File: src/rtl/proj_fm_pool.sv
// N-deep circular pool of fragment buffers: producer fills the write buffer, consumer windows the oldest full buffer.
// Fragment latency 1 cycle (2 with FM_RD_PIPE_EN); producer is stalled via in_ready while every buffer is full.
module proj_fm_pool #(
    parameter int BUFFER_COUNT = 4,
    parameter int BUF_DEPTH    = 64,
    parameter int DATA_BITS    = 2,
    parameter int FRAG_SYMS    = 16,
    parameter int IDX_BITS     = $clog2(BUF_DEPTH) + 1
) (
    input  logic                            clk,
    input  logic                            rst,
    input  logic                            in_valid,
    output logic                            in_ready,
    input  logic [DATA_BITS-1:0]            in_data,
    input  logic                            rd_req,
    input  logic [IDX_BITS-1:0]             rd_idx,
    input  logic                            rd_release,
    output logic                            out_valid,
    output logic [FRAG_SYMS*DATA_BITS-1:0]  out_data,
    output logic [$clog2(BUFFER_COUNT):0]   full_count
);
    localparam int BB = $clog2(BUFFER_COUNT);
    localparam int AB = $clog2(BUF_DEPTH);
    localparam int CB = BB + 1;
    localparam int PW = IDX_BITS + 2;

    logic [BB-1:0]        wbuf_q, wbuf_d, rbuf_q, rbuf_d;
    logic [AB-1:0]        waddr_q, waddr_d;
    logic [CB-1:0]        cnt_q, cnt_d;
    logic [DATA_BITS-1:0] mem [BUFFER_COUNT*BUF_DEPTH];

    logic wr_fire, wr_last, rel_fire, rd_fire;

    assign in_ready   = (cnt_q < CB'(BUFFER_COUNT));
    assign full_count = cnt_q;
    assign wr_fire    = in_valid && in_ready;
    assign wr_last    = wr_fire && (waddr_q == AB'(BUF_DEPTH - 1));
    assign rel_fire   = rd_release && (cnt_q != '0);
    assign rd_fire    = rd_req && (cnt_q != '0);

    always_comb begin
        wbuf_d  = wbuf_q;
        rbuf_d  = rbuf_q;
        waddr_d = waddr_q;
        cnt_d   = cnt_q;
        if (wr_fire)  waddr_d = waddr_q + AB'(1);
        if (wr_last)  wbuf_d  = wbuf_q + BB'(1);
        if (rel_fire) rbuf_d  = rbuf_q + BB'(1);
        case ({wr_last, rel_fire})
            2'b10:   cnt_d = cnt_q + CB'(1);
            2'b01:   cnt_d = cnt_q - CB'(1);
            default: cnt_d = cnt_q;
        endcase
    end

    always_ff @(posedge clk or posedge rst) begin
        if (rst) begin
            wbuf_q  <= '0;
            rbuf_q  <= '0;
            waddr_q <= '0;
            cnt_q   <= '0;
        end else begin
            wbuf_q  <= wbuf_d;
            rbuf_q  <= rbuf_d;
            waddr_q <= waddr_d;
            cnt_q   <= cnt_d;
        end
    end

    always_ff @(posedge clk) begin
        if (wr_fire) mem[{wbuf_q, waddr_q}] <= in_data;
    end

    // Index is sign-extended by two bits so start+k can never wrap back into range.
    logic [PW-1:0]                         pos [FRAG_SYMS];
    logic [FRAG_SYMS-1:0][DATA_BITS-1:0]   raw_sym;
    logic [FRAG_SYMS-1:0]                  in_rng;

    always_comb begin
        raw_sym = '0;
        in_rng  = '0;
        for (int k = 0; k < FRAG_SYMS; k++) begin
            pos[k]     = {{2{rd_idx[IDX_BITS-1]}}, rd_idx} + PW'(k);
            in_rng[k]  = (pos[k][PW-1:AB] == '0);
            raw_sym[k] = mem[{rbuf_q, pos[k][AB-1:0]}];
        end
    end

    function automatic logic [FRAG_SYMS*DATA_BITS-1:0] pad(
        input logic [FRAG_SYMS-1:0][DATA_BITS-1:0] s,
        input logic [FRAG_SYMS-1:0]                m
    );
        pad = '0;
        for (int k = 0; k < FRAG_SYMS; k++)
            pad[k*DATA_BITS +: DATA_BITS] = m[k] ? s[k] : '0;
    endfunction

    logic                           out_valid_q;
    logic [FRAG_SYMS*DATA_BITS-1:0] out_data_q;

    assign out_valid = out_valid_q;
    assign out_data  = out_data_q;

`ifdef FM_RD_PIPE_EN
    logic [FRAG_SYMS-1:0][DATA_BITS-1:0] raw_q;
    logic [FRAG_SYMS-1:0]                rng_q;
    logic                                v1_q;

    // Raw mux output and range mask are captured at the request cycle; padding happens one stage later.
    always_ff @(posedge clk or posedge rst) begin
        if (rst) begin
            raw_q       <= '0;
            rng_q       <= '0;
            v1_q        <= 1'b0;
            out_valid_q <= 1'b0;
            out_data_q  <= '0;
        end else begin
            v1_q        <= rd_fire;
            out_valid_q <= v1_q;
            if (rd_fire) begin
                raw_q <= raw_sym;
                rng_q <= in_rng;
            end
            if (v1_q) out_data_q <= pad(raw_q, rng_q);
        end
    end
`else
    always_ff @(posedge clk or posedge rst) begin
        if (rst) begin
            out_valid_q <= 1'b0;
            out_data_q  <= '0;
        end else begin
            out_valid_q <= rd_fire;
            if (rd_fire) out_data_q <= pad(raw_sym, in_rng);
        end
    end
`endif

endmodule

File: config.mk
export PLATFORM = sky130hd
export DESIGN_NAME = proj_fm_pool
export DESIGN_NICKNAME = d
export VERILOG_FILES = /design/src/rtl/proj_fm_pool.sv
export SDC_FILE = /design/constraint.sdc
export NUM_CORES = 2
export LEC_CHECK = 0
export CAP_MARGIN = 20
export CELL_PAD_IN_SITES_DETAIL_PLACEMENT = 2
export CELL_PAD_IN_SITES_GLOBAL_PLACEMENT = 2
export CORE_MARGIN = 2
export CORE_UTILIZATION = 45
export CTS_BUF_LIST = sky130_fd_sc_hd__clkbuf_2
export DETAILED_ROUTE_END_ITERATION = 10
export GPL_TIMING_DRIVEN = 0
export PLACE_DENSITY = 0.87
export SYNTH_ARGS = -nofsm -noshare
export SYNTH_HDL_FRONTEND = slang
export SYNTH_SLANG_ARGS = --single-unit
export TNS_END_PERCENT = 30
File: constraint.sdc
create_clock -name clk -period 2.7 [get_ports clk]
set_input_delay 0.54 -clock clk [delete_from_list [all_inputs] [get_ports clk]]
set_output_delay 0.54 -clock clk [all_outputs]
set_load 0.05 [all_outputs]
==> summary.md, run 1 <==
| Metric | Value |
|---|---|
| Synthesized Nets | 4073 |
| Row Count | 124 |
| Dpl cell area | 0.0555 sq mm |
| Avg Cell Area, Syn | 12.8 sq um |
| Post-Synth Adder-Cell Area | 0.00618 |
| DIE WIDTH | 343 um |
| Dpl hpwl | 313000 um |
| Halt Reason | [ERROR GRT-0116] Global routing finished with congestion. Check the congestion regions in the DRC Viewer. |
| Sequential-to-total area share from yosys stat | 0.319 |
| Failed at | 5_1_grt |
| Yosys warnings | 0 |
| I/O Pins | 51 |
| Most common cell in the netlist | mux4_2 |
| Status | aborted with a tool error |
| Clock tree sinks | 558 |
| Ranking of synthesized cells by area | mux4_2 30%, edfxtp_1 30%, mux2i_1 9.4% |
| Largest family of logic cells by synthesized area | multiplexers |
| Synth area leader | mux4_2 |
| Compound-gate portion of the synthesized area | 0.0633 |
| Post-Syn Instances | 4034 |
| Syn Std Cell Area | 0.0518 sq mm |
| Initial Utilization | 0.453 |
| Num CTS Buffers | 161 |
| Synth top area share | 0.303 |
| Dominant synthesized flop cell | edfxtp_1 |
| Die H | 343 um |
| Vias in the first global route | 63.1k |
| First-pass GRT wire length | 632000 um |
| Synth Area in XOR/XNOR | 0.0139 |
| H-tree lvl count | 4 |
| All-layer global routing usage | 0.804 |
| Yosys cell types | 87 |
| Top cells by instance count after synthesis | 698 x mux4_2, 512 x edfxtp_1, 488 x mux2i_1, 447 x nor2_1, 387 x nand2_1 |
| Flops & latches, synth | 558 |
| Port Buffers | 49 |
| GRT overflow | 19 |
| Clk buf depth | 3 |
| Post-synthesis simple-gate area fraction | 0.0838 |
| Ys async rst share | 0.0824 |
| Largest net degree at the start of global routing | 155 |
| Multiplexer share of the synthesized area | 0.463 |
| Root Buffer | clkbuf_2 |
| EDFF count, synth | 512 |
| GP Congestion | 1.24 |
[repair_timing]
action | in CTS
endpoints found under the hold margin | 508
endpoints found under the setup margin | 587
gates cloned | 2
resized for setup | 858
pin swaps | 47
hold buffers | 13
setup buffers | 143
[per-stage QoR]
stage                     hold WS (ps)  setup TNS, ps  std cells  utilization  setup slack (ps)
after detailed placement           498        -823570       5645        0.486             -5410
after CTS                         24.2         -40150       6087        0.538              -558
after floorplan                    580         -32480       4034            -             -1260
after global placement             477       -3896540       5595        0.477             -6640
[routing by layer]
metal	global-route usage	overflow
met3	0.709	1
met1	0.817	0
met4	0.754	8
met5	0.547	0
met2	0.913	10
[logic make-up after synthesis]
family                   count (synthesis)
buffers and inverters                  424
AND/OR/NAND/NOR                       1049
adder cells (fa/ha/maj)                 25
multiplexers                          1434
AO/OA/AOI/OAI                          471
flip-flops                             558
XOR/XNOR                                73
==> run 2: changes to the inputs <==
==> config.mk (replaced) <==
export PLATFORM = sky130hd
export DESIGN_NAME = proj_fm_pool
export DESIGN_NICKNAME = d
export VERILOG_FILES = /design/src/rtl/proj_fm_pool.sv
export SDC_FILE = /design/constraint.sdc
export NUM_CORES = 2
export LEC_CHECK = 0
export CAP_MARGIN = 20
export CORE_MARGIN = 2
export CORE_UTILIZATION = 30
export DETAILED_ROUTE_END_ITERATION = 10
export GPL_TIMING_DRIVEN = 0
export PLACE_DENSITY_LB_ADDON = 0.15
export SYNTH_ARGS = -nofsm -noshare
export SYNTH_HDL_FRONTEND = slang
export SYNTH_SLANG_ARGS = --single-unit
export TNS_END_PERCENT = 30
==> summary.md, run 2 <==
| Metric | Value |
|---|---|
| Status | complete, but fails checks |
| Violated checks | setup timing |
| WS Path Type | in2reg |
| Top cells by instance count after synthesis | 698 x mux4_2, 512 x edfxtp_1, 488 x mux2i_1, 447 x nor2_1, 387 x nand2_1 |
| Die area | 0.176 sq mm |
| Final Hold Viols | 0 |
| I/O Pins | 51 (unchanged) |
| R2r endpoint | out_data[14]$_DFFE_PP0P_ |
| Slew margin rel. | 0.136 |
| Critical path's slowest cell | mux4_2 |
| Final Net Count | 4544 |
| Tmin final | 4460 ps |
| Yosys warnings | 0 (unchanged) |
| Vias in the first global route | 46.1k |
| Fin worst setup slack | -1760 ps |
| PwrDens | 638 mW/mm^2 |
| Antenna viol nets, final | 0 |
| Net load switching power | 20.4 mW |
| First-pass GRT wire length | 562000 um |
| Ys async rst share | 0.0824 (unchanged) |
| Worst-path cell chain | buf_12, buf_8, buf_16, buf_16, buf_16, buf_16, clkinvlp_4, buf_12, ha_4, buf_12, buf_16, buf_16, buf_4, mux2_4, mux4_2, mux2_4, mux2i_4, o22ai_4, o21ai_4, a22oi_2 |
| Reg2reg start | rbuf_q[0]$_DFFE_PP0P_ |
| Dominant synthesized flop cell | edfxtp_1 |
| Final Setup Violations | 117 |
| DIE WIDTH | 420 um (+22%) |
| All-layer global routing usage | 0.514 |
| GRT overflow | 0 |
| Period utilization | 1.65 |
| Top reg by flops | mem |
| EDFF count, synth | 512 (unchanged) |
| Clk_lat worst skew | 780 ps |
| DRT Pass-1 Iters | 7 |
| Switching fraction of total power | 0.473 |
| Reg power frac | 0.238 |
| Fmax | 224 MHz |
| Die H | 420 um (+22%) |
| Final design utilization | 0.393 |
| Routed vias/inst | 7.45 |
| CP max stage delay | 580 ps |
| Port Buffers | 49 (unchanged) |
| Synth area leader | mux4_2 |
| CP Buf/Inv Count | 12 |
| GP Congestion | 1.13 (-9.2%) |
| Worst slew pin tran | 1300 ps |
| H-tree lvl count | 3 (-1) |
| Sequential-to-total area share from yosys stat | 0.319 (unchanged) |
| Ranking of synthesized cells by area | mux4_2 30%, edfxtp_1 30%, mux2i_1 9.4% |
| Row Count | 152 (+23%) |
| Root Buffer | clkbuf_16 |
| Crit path DAT | 4920 ps |
| Synth top area share | 0.303 (unchanged) |
| Initial antenna violation count | 51 |
| Critical path data required time | 3160 ps |
| Clock tree sinks | 558 (unchanged) |
| Most Frequent Cell on Critical Path | buf_16 |
| Crit path max fanout | 7 |
| CTS tree | yes |
| Clock power frac | 0.238 |
| Post-Syn Instances | 4034 (unchanged) |
| Commonest non-fill, non-tap cell in the layout | mux4_2 |
| Share of layout cells above drive strength 1 | 0.446 |
| Number of flip-flops in the largest register | 512 |
| TNS Setup | -47290 ps |
| Crit path max-delay family | buffers and inverters |
| Combinational group share of total power | 0.524 |
| Core area | 0.172 sq mm |
| Clk_skew | 49.6 ps |
| Most frequent cells in the layout | 703 x mux4_2, 512 x edfxtp_1, 437 x mux2i_1 |
| Synthesized Nets | 4073 (unchanged) |
| P&R area growth vs syn | 30.1% |
| Dpl hpwl | 353000 um (+13%) |
| Yosys cell types | 87 (unchanged) |
| Avg Cell Area, Syn | 12.8 sq um (unchanged) |
| Max Cap Viol | 0 |
| Clock transition at path regs | 60 ps |
| Crit start category | input pin |
| DR WL/cell | 66.4 um |
| Slew Limit Fails | 0 |
| R2r worst-path depth | 7 |
| Leak pwr | 23.7 nW |
| Detailed Route WL | 460000 um |
| Hold WC Path Type | in2async |
| DRC | 0 |
| CP Capture Type | register |
| Via count | 51.6k |
| Syn Std Cell Area | 0.0518 sq mm (unchanged) |
| Worst vdd ir | 723 uV |
| Int Power | 22.7 mW |
| RSZ-0062 raised after global routing | true |
| Most common cell in the netlist | mux4_2 |
| Starting DRT DRC Count | 9605 |
| # fillers | 16.5k |
| Flops & latches, synth | 558 (unchanged) |
| Clk buf depth | 3 (unchanged) |
| Hold_buf cts | 0 (-13) |
| Initial Utilization | 0.302 (-0.151) |
| R2R setup slack | -810 ps |
| Largest net degree at the start of global routing | 130 |
| Num CTS Buffers | 72 (-55%) |
-- run 2: worst register-to-register path, cell delays in order, from the launching register on --
cell and delay (ps):
dfrtp_1 330, buf_6 280, inv_1 290, clkbuf_2 560
nor2_1 440, buf_2 590, a21oi_1 200, a22oi_2 630
-- run 2: stage by stage --
stage / instances / hold slack [ps] / instance area (sq um) / setup WS [ps] / power (mW)
floorplan: 4034 / 580 / 52200 / -1260 / 18.6
global placement: 6393 / 461 / 55600 / -7410 / 28.3
detailed placement: 6455 / 469 / 56900 / -6140 / 28.5
CTS: 6796 / 116 / 65600 / -1590 / 41.0
global route: 6876 / 167 / 67300 / -1670 / 42.6
finish: 6929 / 122 / 67400 / -1760 / 43.1
-- run 2: worst max path at each step --
stage,startpoint,to,slack (ps),cells past startpoint
after floorplan,rd_idx[1],out_data[19]$_DFFE_PP0P_,-1260,17
after global placement,in_data[1],mem[246][1]$_DFFE_PP_,-7410,1
after detailed placement,rd_idx[1],out_data[14]$_DFFE_PP0P_,-6140,18
after CTS,rd_idx[1],out_data[27]$_DFFE_PP0P_,-1590,20
after global routing,rd_idx[1],out_data[31]$_DFFE_PP0P_,-1670,22
final,rd_idx[1],out_data[14]$_DFFE_PP0P_,-1760,20
-- run 2: cell type report --
type                            count  area, sq um  share of cell area
Tap cell                         2310         2890              0.0429
Multi-Input combinational cell   3052        35400               0.525
Sequential cell                   558        16500               0.245
Clock inverter                     32          379             0.00562
Inverter                           34          161             0.00239
Timing Repair Buffer              402         4960              0.0735
Clock buffer                      101         2000              0.0297
Buffer                            385         4980              0.0738
Antenna cell                       55          138             0.00204
-- run 2: cell families after synthesis --
| group | share of synthesized area |
|---|---|
| muxes | 0.463 |
| adders and majority gates | 0.00618 |
| DFF | 0.319 |
| and+or+nand+nor | 0.0838 |
| xor gates and xnor gates | 0.0139 |
| buffers and inverters | 0.0511 |
| AOI/OAI and AO/OA | 0.0633 |
-- run 2: power by group through the flow --
stage / Clock [mW] / Combinational (mW) / Sequential, mW
after floorplan: 0 / 7.60 / 11.0
after global placement: 0 / 17.8 / 10.5
after detailed placement: 0 / 18.1 / 10.4
after CTS: 10.2 / 20.5 / 10.3
after global routing: 10.5 / 21.9 / 10.3
final: 10.2 / 22.6 / 10.3
-- run 2: per-layer routing --
metal / up-vias / GRT usage / wire [um] / part of all wire
met5: - / 0.0206 / 1890 / 0.0041
met3: 1451 / 0.319 / 74900 / 0.16
li1: 17538 / - / - / -
met4: 55 / 0.358 / 42500 / 0.092
met2: 5344 / 0.670 / 175000 / 0.38
met1: 27205 / 0.610 / 166000 / 0.36
-- run 2: what timing repair did --
item                                    CTS  global route
resized for setup                       897           207
buffers inserted                        206            76
endpoints found under the setup margin  558           429
pin swaps                                72            72
gates cloned                              7             3
Power figures use the tool's default switching activity.
